==> src/rtl/jkseq_pkg.sv <==
// jkseq_pkg: shared op codes, FSM states and command-entry width for the JK command sequencer.
package jkseq_pkg;
   localparam logic [1:0] OP_HOLD = 2'b00;
   localparam logic [1:0] OP_RST  = 2'b01;
   localparam logic [1:0] OP_SET  = 2'b10;
   localparam logic [1:0] OP_TGL  = 2'b11;
   localparam int OP_W = 2;
   typedef enum logic {IDLE = 1'b0, ISSUE = 1'b1} state_t;
   function automatic int entry_w(input int cnt_w);
      return OP_W + cnt_w;
   endfunction
endpackage

==> src/rtl/jkseq_fifo.sv <==
// jkseq_fifo: synchronous FIFO with registered level; pushes when full and pops when empty are ignored.
module jkseq_fifo #(
   parameter int DEPTH = 4,
   parameter int WIDTH = 6
) (
   input  logic                     clk,
   input  logic                     rst,
   input  logic                     push,
   input  logic                     pop,
   input  logic [WIDTH-1:0]         wdata,
   output logic [WIDTH-1:0]         rdata,
   output logic                     full,
   output logic                     empty,
   output logic [$clog2(DEPTH):0]   level
);
   localparam int AW = $clog2(DEPTH);
   logic [WIDTH-1:0] mem_q [DEPTH];
   logic [AW-1:0] wr_q, wr_d, rd_q, rd_d;
   logic [AW:0] lvl_q, lvl_d;
   logic do_push, do_pop;
   always_comb begin
      do_push = push && !full;
      do_pop  = pop && !empty;
      wr_d    = wr_q + AW'(do_push);
      rd_d    = rd_q + AW'(do_pop);
      lvl_d   = lvl_q + (AW+1)'(do_push) - (AW+1)'(do_pop);
   end
   always_ff @(posedge clk) begin
      if (rst) begin
         wr_q  <= '0;
         rd_q  <= '0;
         lvl_q <= '0;
      end else begin
         wr_q  <= wr_d;
         rd_q  <= rd_d;
         lvl_q <= lvl_d;
      end
   end
   always_ff @(posedge clk) begin
      if (do_push) mem_q[wr_q] <= wdata;
   end
   assign rdata = mem_q[rd_q];
   assign full  = lvl_q == (AW+1)'(DEPTH);
   assign empty = lvl_q == '0;
   assign level = lvl_q;
endmodule

==> src/rtl/jk_cmd_sequencer.sv <==
// jk_cmd_sequencer: queues {op,cnt} commands and drives JK j/k for cnt+1 issued cycles each.
// Define JKSEQ_SHADOW_EN to add the q_fb/q_shadow/mismatch flip-flop shadow checker.
module jk_cmd_sequencer
   import jkseq_pkg::*;
#(
   parameter int DEPTH = 4,
   parameter int CNT_W = 4
) (
   input  logic                     clk,
   input  logic                     rst,
   input  logic                     cmd_valid,
   output logic                     cmd_ready,
   input  logic [1:0]               cmd_op,
   input  logic [CNT_W-1:0]         cmd_cnt,
   input  logic                     run,
   output logic                     j,
   output logic                     k,
   output logic                     busy,
   output logic                     done,
   output logic [$clog2(DEPTH):0]   fifo_level
`ifdef JKSEQ_SHADOW_EN
   ,
   input  logic                     q_fb,
   output logic                     q_shadow,
   output logic                     mismatch
`endif
);
   localparam int EW = entry_w(CNT_W);
   state_t state_q, state_d;
   logic [1:0] op_q, op_d;
   logic [CNT_W-1:0] rem_q, rem_d;
   logic done_q, done_d;
   logic full, empty, push, load, last;
   logic [EW-1:0] head;
   jkseq_fifo #(.DEPTH(DEPTH), .WIDTH(EW)) u_fifo (
      .clk   (clk),
      .rst   (rst),
      .push  (push),
      .pop   (load),
      .wdata ({cmd_op, cmd_cnt}),
      .rdata (head),
      .full  (full),
      .empty (empty),
      .level (fifo_level)
   );
   always_ff @(posedge clk) begin
      if (rst) begin
         state_q <= IDLE;
         op_q    <= OP_HOLD;
         rem_q   <= '0;
         done_q  <= 1'b0;
      end else begin
         state_q <= state_d;
         op_q    <= op_d;
         rem_q   <= rem_d;
         done_q  <= done_d;
      end
   end
   // Final issued cycle of a command either loads the next head back-to-back or drains to IDLE.
   always_comb begin
      last    = run && state_q == ISSUE && rem_q == '0;
      load    = run && !empty && (state_q == IDLE || rem_q == '0);
      done_d  = last && empty;
      state_d = load ? ISSUE : done_d ? IDLE : state_q;
      op_d    = load ? head[EW-1 -: OP_W] : op_q;
      rem_d   = load ? head[CNT_W-1:0] : (run && state_q == ISSUE && rem_q != '0) ? rem_q - 1'b1 : rem_q;
   end
   always_comb begin
      cmd_ready = !full && !rst;
      push      = cmd_valid && cmd_ready;
      {j, k}    = (state_q == ISSUE && run) ? op_q : OP_HOLD;
      busy      = state_q == ISSUE || !empty;
      done      = done_q;
   end
`ifdef JKSEQ_SHADOW_EN
   logic q_shadow_q, q_shadow_d, mismatch_q, mismatch_d;
   always_comb begin
      q_shadow_d = (j && k) ? !q_shadow_q : j ? 1'b1 : k ? 1'b0 : q_shadow_q;
      mismatch_d = mismatch_q || (q_fb != q_shadow_q);
   end
   always_ff @(posedge clk) begin
      if (rst) begin
         q_shadow_q <= 1'b0;
         mismatch_q <= 1'b0;
      end else begin
         q_shadow_q <= q_shadow_d;
         mismatch_q <= mismatch_d;
      end
   end
   assign q_shadow = q_shadow_q;
   assign mismatch = mismatch_q;
`endif
endmodule

==> config.mk <==
export PLATFORM = sky130hd
export DESIGN_NAME = jk_cmd_sequencer
export DESIGN_NICKNAME = d
export VERILOG_FILES = /design/src/rtl/jkseq_pkg.sv /design/src/rtl/jkseq_fifo.sv /design/src/rtl/jk_cmd_sequencer.sv
export SDC_FILE = /design/constraint.sdc
export NUM_CORES = 1
export LEC_CHECK = 0
export BUFFER_PORTS_ARGS = -buffer_cell sky130_fd_sc_hd__buf_2
export CORE_ASPECT_RATIO = 1.4
export CORE_MARGIN = 3
export CORE_UTILIZATION = 43
export CTS_BUF_LIST = sky130_fd_sc_hd__clkbuf_4 sky130_fd_sc_hd__clkbuf_8
export DETAILED_ROUTE_END_ITERATION = 10
export GPL_TIMING_DRIVEN = 0
export SKIP_LAST_GASP = 1
export SLEW_MARGIN = 25
export SYNTH_ARGS = -nofsm -noshare
export SYNTH_HDL_FRONTEND = slang
export SYNTH_SLANG_ARGS = --single-unit
==> constraint.sdc <==
create_clock -name clk -period 3.39 [get_ports clk]
set_input_delay 0.8475 -clock clk [delete_from_list [all_inputs] [get_ports clk]]
set_output_delay 0.8475 -clock clk [all_outputs]
set_load 0.05 [all_outputs]
==> flow_metrics.py, run 1 <==
metrics = {
    "setup_path": {
        "path_depth": 11,
        "ff2ff_setup_slack_ns": 0.80,
        "rr_worst_depth": 11,
        "worstSetupStartpointType": "register",
        "path_cells": "inv_1, ha_1, or3b_4, a21oi_4, ha_1, inv_1, ha_1, fa_1, xnor2_1, xnor2_1, nor2_1",
        "crit_fanout": 8,
        "cp-endpoint": "u_fifo.level[2]$_SDFF_PP0_",
        "crit_path_end_kind": "register",
        "required_ns": 3.55,
        "crit_path_frequent_cell": "ha_1",
        "cp_top_family": "adder cells",
        "critical_path.max_stage_delay_ns": 0.41,
        "worst_ep_arrival_time_ns": 2.76,
        "slowest_stage": "or3b_4",
        "critPathBufInv": 2,
        "critical_path_class": "register to register",
        "rr_startpoint": "rem_q[0]$_SDFFE_PP0P_",
        "crit_start": "rem_q[0]$_SDFFE_PP0P_",
        "rr_endpoint": "u_fifo.level[2]$_SDFF_PP0_",
    },
    "cts": {
        "post_cts.resized_instances": 0,
        "cts_made_buffers": 5,
        "root_buffer": "clkbuf_8",
        "cts_num_sinks": 39,
        "clkTransAtPathRegs_ns": 0.07,
        "post_cts_buffers": 0,
        "tritoncts": "done",
        "cts_hold_buf": 0,
        "clk_path_buf_depth": 2,
        "clk_latency_ns": 0.29,
        "htreeDepth": 2,
    },
    "placement": {
        "pre_cts_slack_ns": 0.6480,
        "port_buffers": 17,
        "place_congestion": 0.8335,
        "numPlacedInstances": 181,
        "dp_hpwl_um": 2123,
    },
    "sta": {
        "fin_crit_sh_pct": 76.52,
        "timing.final.ws_setup_ns": 0.7959,
        "drv_slew": 0,
        "worstMarginPinSlew_ns": 0.9830,
        "final-setup-viol-count": 0,
        "setup_tns_ns": 0,
        "skew_ns": 0.004220,
        "min_period_ns": 2.594,
        "slew_headroom_pct": 34.33,
        "rsz0062_at_grt": "false",
        "timing.fmax_mhz": 385.5,
        "hold_violations": 0,
    },
    "final_layout": {
        "fin_cells": 189,
        "final_nets": 162,
        "drive_gt1_share_pct": 28.57,
        "syn_to_final_growth_pct": 16.85,
        "diodes": 0,
    },
    "yosys": {
        "synth.top_cells.by_area": "edfxtp_1 (43%), dfxtp_1 (18%), mux4_2 (8.0%), ha_1 (3.7%), xnor2_1 (2.1%)",
        "yosysUniqueCellTypes": 34,
        "syn_area_um2": 1685,
        "yosysSeqAreaShare_pct": 60.58,
        "yosys.area.top_type_share_pct": 42.76,
        "syn_nets": 138,
        "synth_top_area_cell": "edfxtp_1",
        "syn_area_per_cell_um2": 13.81,
        "syn_inst": 122,
        "synth-seq-cells": 39,
        "synth_warnings": 0,
    },
    "status": {
        "status": "finished, final reports clean",
    },
    "detailed_routing": {
        "drt_iter0_drc": 61,
        "antenna_left": 0,
        "wl_per_cell_um": 15.17,
        "drc": 0,
        "finalWirelength_um": 2868,
        "first_pass_iters": 4,
        "vias_per_cell": 5.249,
        "num_vias": 992,
    },
    "pwr": {
        "combinationalPowerShare_pct": 34.3,
        "powerDensity_nw_per_um2": 834.4,
        "internal_power_mw": 1.126,
        "switchingPower_uw": 517.6,
        "pwr-share-clk_pct": 27.8,
        "swShare_pct": 31.50,
        "ir_drop_mv": 0.5011,
        "seqPwrFrac_pct": 37.9,
        "power_mw": 1.643,
        "p_leak_nw": 0.7525,
    },
    "grt": {
        "grt_overflow": 0,
        "grt_first_pass_wirelength_um": 4478,
        "grt_pass1_vias": 975,
        "grt.total_usage_pct": 13.61,
        "grt_max_degree": 13,
        "antenna_found_initial": 0,
    },
    "floorplanning": {
        "die_y_um": 80.08,
        "coreArea_um2": 3709,
        "start_util_pct": 45.45,
        "io_pins": 18,
        "rows": 26,
        "fp.dieW_um": 58.91,
        "die_area_um2": 4717,
    },
    "min_path": {
        "worstHoldPathType": "register to register",
    },
    "flow_run": {
        "cap_viol_max_count": 0,
    },
}
[worst min-delay path by stage]
stage,start,end,cells after the start,slack (ns)
after floorplan,op_q[0]$_SDFFE_PP0N_,op_q[0]$_SDFFE_PP0N_,2,0.45
after CTS,op_q[1]$_SDFFE_PP0N_,op_q[1]$_SDFFE_PP0N_,2,0.50
after detailed placement,op_q[1]$_SDFFE_PP0N_,op_q[1]$_SDFFE_PP0N_,2,0.48
final,op_q[1]$_SDFFE_PP0N_,op_q[1]$_SDFFE_PP0N_,2,0.49
after global routing,op_q[1]$_SDFFE_PP0N_,op_q[1]$_SDFFE_PP0N_,2,0.52
after global placement,op_q[0]$_SDFFE_PP0N_,op_q[0]$_SDFFE_PP0N_,2,0.47
[power groups by stage]
stage	combinational, mW	clock (mW)	sequential [mW]
global placement	0.553	0	0.627
global route	0.626	0.494	0.631
finish	0.564	0.456	0.623
detailed placement	0.571	0	0.633
CTS	0.571	0.471	0.622
floorplan	0.425	0	0.664
[stage by stage]
stage	util [%]	hold WS, ns	area [um^2]
after detailed placement	49.16	0.4766	1823
after global routing	53.10	0.5204	1969
final	53.10	0.4881	1969
after CTS	52.83	0.4972	1959
after floorplan	-	0.4516	1685
after global placement	49.16	0.4737	1823
[routing by layer]
metal	wire [um]	track usage [%]	vias to the layer above
li1	-	-	490
met1	1123	14.16	476
met2	1585	24.00	21
met3	123	4.823	5
met4	37	5.896	0
met5	0	0	-
[final cells by class]
class,count,area [um^2]
clock inverters,2,60.06
multi-input cells,71,619.3
clock buffers,6,76.32
well taps,42,52.55
plain buffers,4,25.02
flip-flops and latches,39,1021
repair buffers,17,85.08
fillers,339,1739
inverters,8,30.03
[worst register-to-register path, cell delays in order, from the launching register on]
cell	delay (ns)
dfxtp_1	0.33
inv_1	0.06
ha_1	0.20
or3b_4	0.41
a21oi_4	0.32
ha_1	0.17
inv_1	0.04
ha_1	0.20
fa_1	0.38
xnor2_1	0.17
xnor2_1	0.13
nor2_1	0.05
[synthesized netlist by cell type]
library cell	count
edfxtp_1	24
dfxtp_1	15
inv_1	8
nand2_1	8
nor2_1	7
mux4_2	6
ha_1	5
a21oi_1	4
nor2b_1	4
nor3_1	4
xnor2_1	4
and3_1	3
nand2b_1	3
nor3b_1	3
a211oi_1	2
a31oi_1	2
buf_2	2
mux2i_1	2
a21oi_4	1
a311oi_1	1
a31o_1	1
a31o_2	1
buf_6	1
clkbuf_1	1
fa_1	1
mux2_4	1
nand3_1	1
o211ai_1	1
o21ai_0	1
o31ai_4	1
or2_2	1
or2b_1	1
or3_1	1
or3b_4	1
[cell families after synthesis]
kind of cell,count (synthesis),synth area share (%)
AO/OA/AOI/OAI,15,7.350
XOR/XNOR,4,2.078
adder cells (fa/ha/maj),6,4.900
buffers and inverters,12,3.266
flip-flops,39,60.58
multiplexers,9,10.10
AND/OR/NAND/NOR,37,11.73
[placed cells by master (no fill, tap or decap), types with 2 or more instances in the layout]
cell       Yosys  routed
a21oi_1        4       4
a211oi_1       2       2
inv_1          8       8
ha_1           5       5
nor2_1         7       7
bufinv_16      0       2
a31oi_1        2       2
nor3_1         4       3
nand2b_1       3       3
nor3b_1        3       2
clkbuf_8       0       5
buf_2          2      19
nand2_1        8       8
and3_1         3       3
mux4_2         6       6
mux2i_1        2       2
nor2b_1        4       4
xnor2_1        4       4
edfxtp_1      24      24
dfxtp_1       15      15
[sequential cells by signal, indices dropped and copies added (netlist names)]
name	flops
done	1
op_q	2
rem_q	4
state_q	1
u_fifo.level	3
u_fifo.mem_q	24
u_fifo.rd_q	2
u_fifo.wr_q	2
Power figures use the tool's default switching activity.
==> inputs of run 2 (changes only) <==
==> constraint.sdc (replaced) <==
create_clock -name clk -period 2.3 [get_ports clk]
set_input_delay 0.575 -clock clk [delete_from_list [all_inputs] [get_ports clk]]
set_output_delay 0.575 -clock clk [all_outputs]
set_load 0.05 [all_outputs]
==> flow_metrics.py, run 2 (synthesis gave the netlist of run 1 again) <==
metrics = {
    "status": {
        "status": "finished, final reports clean",
    },
    "cts": {
        "htreeDepth": 2,
        "tritoncts": "done",
        "clkTransAtPathRegs_ns": 0.08,
        "root_buffer": "clkbuf_8",
        "cts_num_sinks": 39,
        "clk_latency_ns": 0.29,
        "cts_hold_buf": 0,
        "cts_made_buffers": 5,
        "clk_path_buf_depth": 2,
    },
    "setup_path": {
        "crit_path_end_kind": "register",
        "worst_ep_arrival_time_ns": 2.43,
        "required_ns": 2.46,
        "path_depth": 11,
        "critPathBufInv": 2,
        "worstSetupStartpointType": "register",
        "critical_path_class": "register to register",
        "crit_path_frequent_cell": "ha_4",
        "rr_worst_depth": 11,
        "slowest_stage": "or3b_4",
        "crit_start": "rem_q[0]$_SDFFE_PP0P_",
        "crit_fanout": 5,
        "rr_startpoint": "rem_q[0]$_SDFFE_PP0P_",
        "critical_path.max_stage_delay_ns": 0.38,
        "path_cells": "inv_2, ha_4, or3b_4, a21oi_4, ha_4, inv_4, ha_4, fa_2, xnor2_2, xnor2_1, nor2_1",
        "cp_top_family": "adder cells",
    },
    "min_path": {
        "min_path_cells": 2,
        "worstHoldStart": "op_q[1]$_SDFFE_PP0N_",
        "worstHoldPathType": "register to register",
    },
    "flow_run": {
        "cap_viol_max_count": 0,
    },
    "detailed_routing": {
        "vias_per_cell": 5.204,
        "drt_iter0_drc": 40,
        "antenna_left": 0,
        "num_vias": 994,
        "finalWirelength_um": 2910,
        "drc": 0,
        "first_pass_iters": 4,
        "wl_per_cell_um": 15.24,
    },
    "pwr": {
        "powerDensity_nw_per_um2": 1149,
        "p_leak_nw": 0.7503,
        "ir_drop_mv": 0.8218,
    },
    "grt": {
        "grt_pass1_vias": 1036,
        "grt_first_pass_wirelength_um": 4795,
        "grt_max_degree": 13,
        "antenna_found_initial": 0,
        "grt_overflow": 0,
        "grt.total_usage_pct": 14.30,
    },
    "floorplanning": {
        "start_util_pct": 45.45,
        "io_pins": 18,
        "coreArea_um2": 3709,
        "die_y_um": 80.08,
        "die_area_um2": 4717,
        "fp.dieW_um": 58.91,
        "rows": 26,
    },
    "sta": {
        "timing.fmax_mhz": 441.0,
        "final-setup-viol-count": 0,
        "drv_slew": 0,
        "skew_ns": 0.007469,
        "holdWs_ns": 0.4896,
        "min_period_ns": 2.268,
        "worstMarginPinSlew_ns": 0.5840,
        "hold_violations": 0,
        "fin_crit_sh_pct": 98.59,
        "rsz0062_at_grt": "true",
        "slew_headroom_pct": 60.85,
        "timing.final.ws_setup_ns": 0.03246,
        "setup_tns_ns": 0,
    },
    "final_layout": {
        "max_flop_register": "u_fifo.mem_q",
        "final_nets": 164,
        "drive_gt1_share_pct": 39.60,
        "syn_to_final_growth_pct": 19.15,
        "largest_reg_flops": 24,
        "fillers": 330,
        "diodes": 0,
        "layout_common_cells": "edfxtp_1 (24), buf_2 (19), dfxtp_1 (10)",
        "final_common_cell": "edfxtp_1",
    },
    "placement": {
        "dp_hpwl_um": 2119,
        "port_buffers": 17,
        "place_congestion": 0.7743,
        "pre_cts_slack_ns": -0.1852,
    },
}
run 2: changes by cell type in the layout (fill, tap and decap cells not counted), moves of 2 or more:
cell,before,now
inv_1,8,5
ha_4,0,3
dfxtp_2,0,5
ha_1,5,2
buf_4,0,2
dfxtp_1,15,10
inv_2,0,2
bufinv_16,2,0
clkinv_2,0,3
run 2: final timing paths:
kind,to,slack (ns)
worst max-delay path,u_fifo.level[2]$_SDFF_PP0_,0.03
worst min-delay path,op_q[1]$_SDFFE_PP0N_,0.49
worst max register to register,u_fifo.level[2]$_SDFF_PP0_,0.03
worst min register to register,op_q[1]$_SDFFE_PP0N_,0.49
run 2: per-layer routing:
metal  vias up  GRT usage (%)  routed length (um)  part of all wire [%]
li1        499              -                   -                     -
met1       469          15.49                1152                    40
met2        20          25.00                1592                    55
met3         6          4.341                 119                   4.1
met4         0          6.349                  45                   1.5
met5         -              0                   0                     0
run 2: power by group:
part           switching [mW]  total, mW  internal (mW)
Clock                   0.226      0.433          0.207
Sequential             0.0912      0.934          0.843
Combinational           0.494      0.939          0.445
run 2: final cells by class:
cell class | count | area, um^2 | share of cell area, %
clock buffers | 5 | 68.82 | 3.427
multi-input cells | 71 | 686.9 | 34.21
plain buffers | 4 | 25.02 | 1.246
well taps | 42 | 52.55 | 2.617
repair buffers | 19 | 100.1 | 4.984
flip-flops and latches | 39 | 1027 | 51.15
inverters | 8 | 32.53 | 1.620
clock inverters | 3 | 15.01 | 0.7477
run 2: tightest hold or removal path: cells and delay by family (launching register included):
family | cells | cell delay (ns)
flip-flops | 1 | 0.33
AND/OR/NAND/NOR | 1 | 0.07
multiplexers | 1 | 0.06
run 2: stage by stage:
stage / std cells / utilization, % / instance area (um^2) / power (mW)
3_3_place_gp: 181 / 50.40 / 1869 / 1.802
6_report: 191 / 54.15 / 2008 / 2.306
3_5_place_dp: 181 / 50.40 / 1869 / 1.841
5_1_grt: 191 / 54.15 / 2008 / 2.473
2_1_floorplan: 122 / - / 1732 / 1.661
4_1_cts: 191 / 53.07 / 1968 / 2.300
run 2: timing repair:
item                       CTS  global route
setup endpoints to repair    2             2
gates resized for setup      0             4
buffers inserted             2             0
pin swaps                    3             6
==> inputs of run 3 (changes only) <==
--- a/config.mk
+++ b/config.mk
@@ -8,10 +8,11 @@
 export BUFFER_PORTS_ARGS = -buffer_cell sky130_fd_sc_hd__buf_2
 export CORE_ASPECT_RATIO = 1.4
 export CORE_MARGIN = 3
-export CORE_UTILIZATION = 43
+export CORE_UTILIZATION = 54
 export CTS_BUF_LIST = sky130_fd_sc_hd__clkbuf_4 sky130_fd_sc_hd__clkbuf_8
 export DETAILED_ROUTE_END_ITERATION = 10
 export GPL_TIMING_DRIVEN = 0
+export PLACE_DENSITY = 0.77
 export SKIP_LAST_GASP = 1
 export SLEW_MARGIN = 25
 export SYNTH_ARGS = -nofsm -noshare
==> flow_metrics.py, run 3 (synthesis gave the netlist of run 1 again) <==
metrics = {
    "cts": {
        "root_buffer": "clkbuf_8",
        "tritoncts": "done",
        "cts_num_sinks": 39,
        "htreeDepth": 2,
        "clk_latency_ns": 0.29,
        "cts_made_buffers": 5,
        "clkTransAtPathRegs_ns": 0.07,
        "clk_path_buf_depth": 2,
    },
    "floorplanning": {
        "io_pins": 18,
        "start_util_pct": 57.42,
        "die_y_um": 72.10,
        "fp.dieW_um": 53.22,
        "coreArea_um2": 2935,
        "rows": 23,
        "die_area_um2": 3837,
    },
    "detailed_routing": {
        "drt_iter0_drc": 24,
        "finalWirelength_um": 2991,
        "num_vias": 1042,
        "drc": 0,
        "first_pass_iters": 3,
        "vias_per_cell": 5.513,
        "wl_per_cell_um": 15.83,
        "antenna_left": 0,
    },
    "grt": {
        "use_met1_pct": 21.28,
        "grt.total_usage_pct": 18.40,
        "met3_usage_pct": 5.544,
        "grt_util_met2_pct": 30.56,
        "grt_pass1_vias": 1038,
        "grt_busiest_layer": "met2",
        "antenna_found_initial": 0,
        "grt_overflow": 0,
        "grt_max_degree": 13,
        "grt_first_pass_wirelength_um": 4905,
    },
    "final_layout": {
        "drive_gt1_share_pct": 39.47,
        "final_common_cell": "edfxtp_1",
        "syn_to_final_growth_pct": 22.49,
        "fillers": 217,
        "seq_area_um2": 1027,
        "diodes": 0,
        "max_flop_register": "u_fifo.mem_q",
        "multiInputGateArea_um2": 676.9,
        "largest_reg_flops": 24,
        "final_nets": 167,
        "layout_common_cells": "edfxtp_1 (24), buf_2 (19), dfxtp_1 (10)",
    },
    "placement": {
        "pre_cts_slack_ns": -0.1835,
        "port_buffers": 17,
        "dp_hpwl_um": 2102,
        "place_congestion": 0.7436,
    },
    "sta": {
        "timing.fmax_mhz": 439.5,
        "skew_ns": 0.003054,
        "fin_crit_sh_pct": 98.94,
        "rsz0062_at_grt": "true",
        "hold_violations": 0,
        "timing.final.ws_setup_ns": 0.02448,
        "slew_headroom_pct": 33.20,
        "holdWs_ns": 0.4976,
        "worstMarginPinSlew_ns": 0.9999,
        "min_period_ns": 2.276,
        "setup_tns_ns": 0,
        "final-setup-viol-count": 0,
        "drv_slew": 0,
    },
    "setup_path": {
        "crit_path_frequent_cell": "ha_4",
        "worst_ep_arrival_time_ns": 2.43,
        "critical_path.max_stage_delay_ns": 0.39,
        "path_cells": "inv_2, ha_4, or3b_4, a21oi_4, ha_4, inv_2, ha_4, fa_2, xnor2_2, xnor2_1, nor2_1",
        "crit_start": "rem_q[0]$_SDFFE_PP0P_",
        "ff2ff_setup_slack_ns": 0.02,
        "critical_path_class": "register to register",
        "worstSetupStartpointType": "register",
        "required_ns": 2.46,
        "crit_path_end_kind": "register",
        "rr_worst_depth": 11,
        "slowest_stage": "or3b_4",
        "path_depth": 11,
        "cp_top_family": "adder cells",
        "rr_startpoint": "rem_q[0]$_SDFFE_PP0P_",
        "critPathBufInv": 2,
        "crit_fanout": 4,
    },
    "pwr": {
        "internal_power_mw": 1.763,
        "swShare_pct": 31.87,
        "power_mw": 2.588,
        "p_leak_nw": 0.7805,
        "ir_drop_mv": 0.7874,
        "powerDensity_nw_per_um2": 1253,
        "pwr-share-clk_pct": 25.8,
        "seqPwrFrac_pct": 36.0,
        "combinationalPowerShare_pct": 38.1,
        "switchingPower_uw": 824.7,
    },
    "flow_run": {
        "cap_viol_max_count": 0,
    },
    "status": {
        "status": "finished, final reports clean",
    },
    "min_path": {
        "min_path_cells": 2,
        "worstHoldPathType": "register to register",
        "worstHoldStart": "op_q[1]$_SDFFE_PP0N_",
    },
}
[run 3: worst paths after layout]
| check | endpoint |
|---|---|
| setup / recovery | u_fifo.level[2]$_SDFF_PP0_ |
| hold / removal | op_q[1]$_SDFFE_PP0N_ |
| setup reg to reg | u_fifo.level[2]$_SDFF_PP0_ |
| hold reg to reg | op_q[1]$_SDFFE_PP0N_ |
[run 3: area by class of cell]
cell class | instances | share of cell area, %
Clock buffer | 6 | 3.697
Tap cell | 37 | 2.242
Buffer | 4 | 1.212
Timing Repair Buffer | 22 | 5.939
Sequential cell | 39 | 49.76
Multi-Input combinational cell | 71 | 32.79
Inverter | 8 | 1.455
Clock inverter | 2 | 2.909
[run 3: repair_timing]
| action | 4_1_cts | 5_1_grt |
|---|---|---|
| buffers inserted | 1 | 4 |
| gates cloned | 0 | 0 |
| pin swaps | 3 | 6 |
| setup endpoints to repair | 2 | 2 |
| resized for setup | 0 | 3 |
| hold buffers | 0 | 0 |
[run 3: layer usage]
layer | up-vias | part of all wire, %
li1 | 503 | -
met1 | 521 | 39
met2 | 16 | 57
met3 | 2 | 3.5
met4 | 0 | 0.77
met5 | - | 0
[run 3: stage by stage]
step | cells | cell area (um^2) | util, %
final | 189 | 2064 | 70.33
after global routing | 189 | 2064 | 70.33
after CTS | 185 | 2007 | 68.37
after detailed placement | 176 | 1863 | 63.47
after global placement | 176 | 1863 | 63.47
after floorplan | 122 | 1732 | -
[run 3: worst register-to-register path, stage by stage, from the launching register on]
cell and delay, ns:
dfxtp_2 0.34, inv_2 0.06, ha_4 0.14, or3b_4 0.39, a21oi_4 0.16, ha_4 0.15, inv_2 0.04, ha_4 0.15
fa_2 0.37, xnor2_2 0.18, xnor2_1 0.13, nor2_1 0.05
[run 3: power groups by stage]
stage | Sequential, mW | Clock (mW) | Combinational, mW
finish | 0.933 | 0.668 | 0.987
global route | 0.943 | 0.716 | 1.09
CTS | 0.932 | 0.684 | 0.899
detailed placement | 0.947 | 0 | 0.887
global placement | 0.940 | 0 | 0.853
floorplan | 0.992 | 0 | 0.668
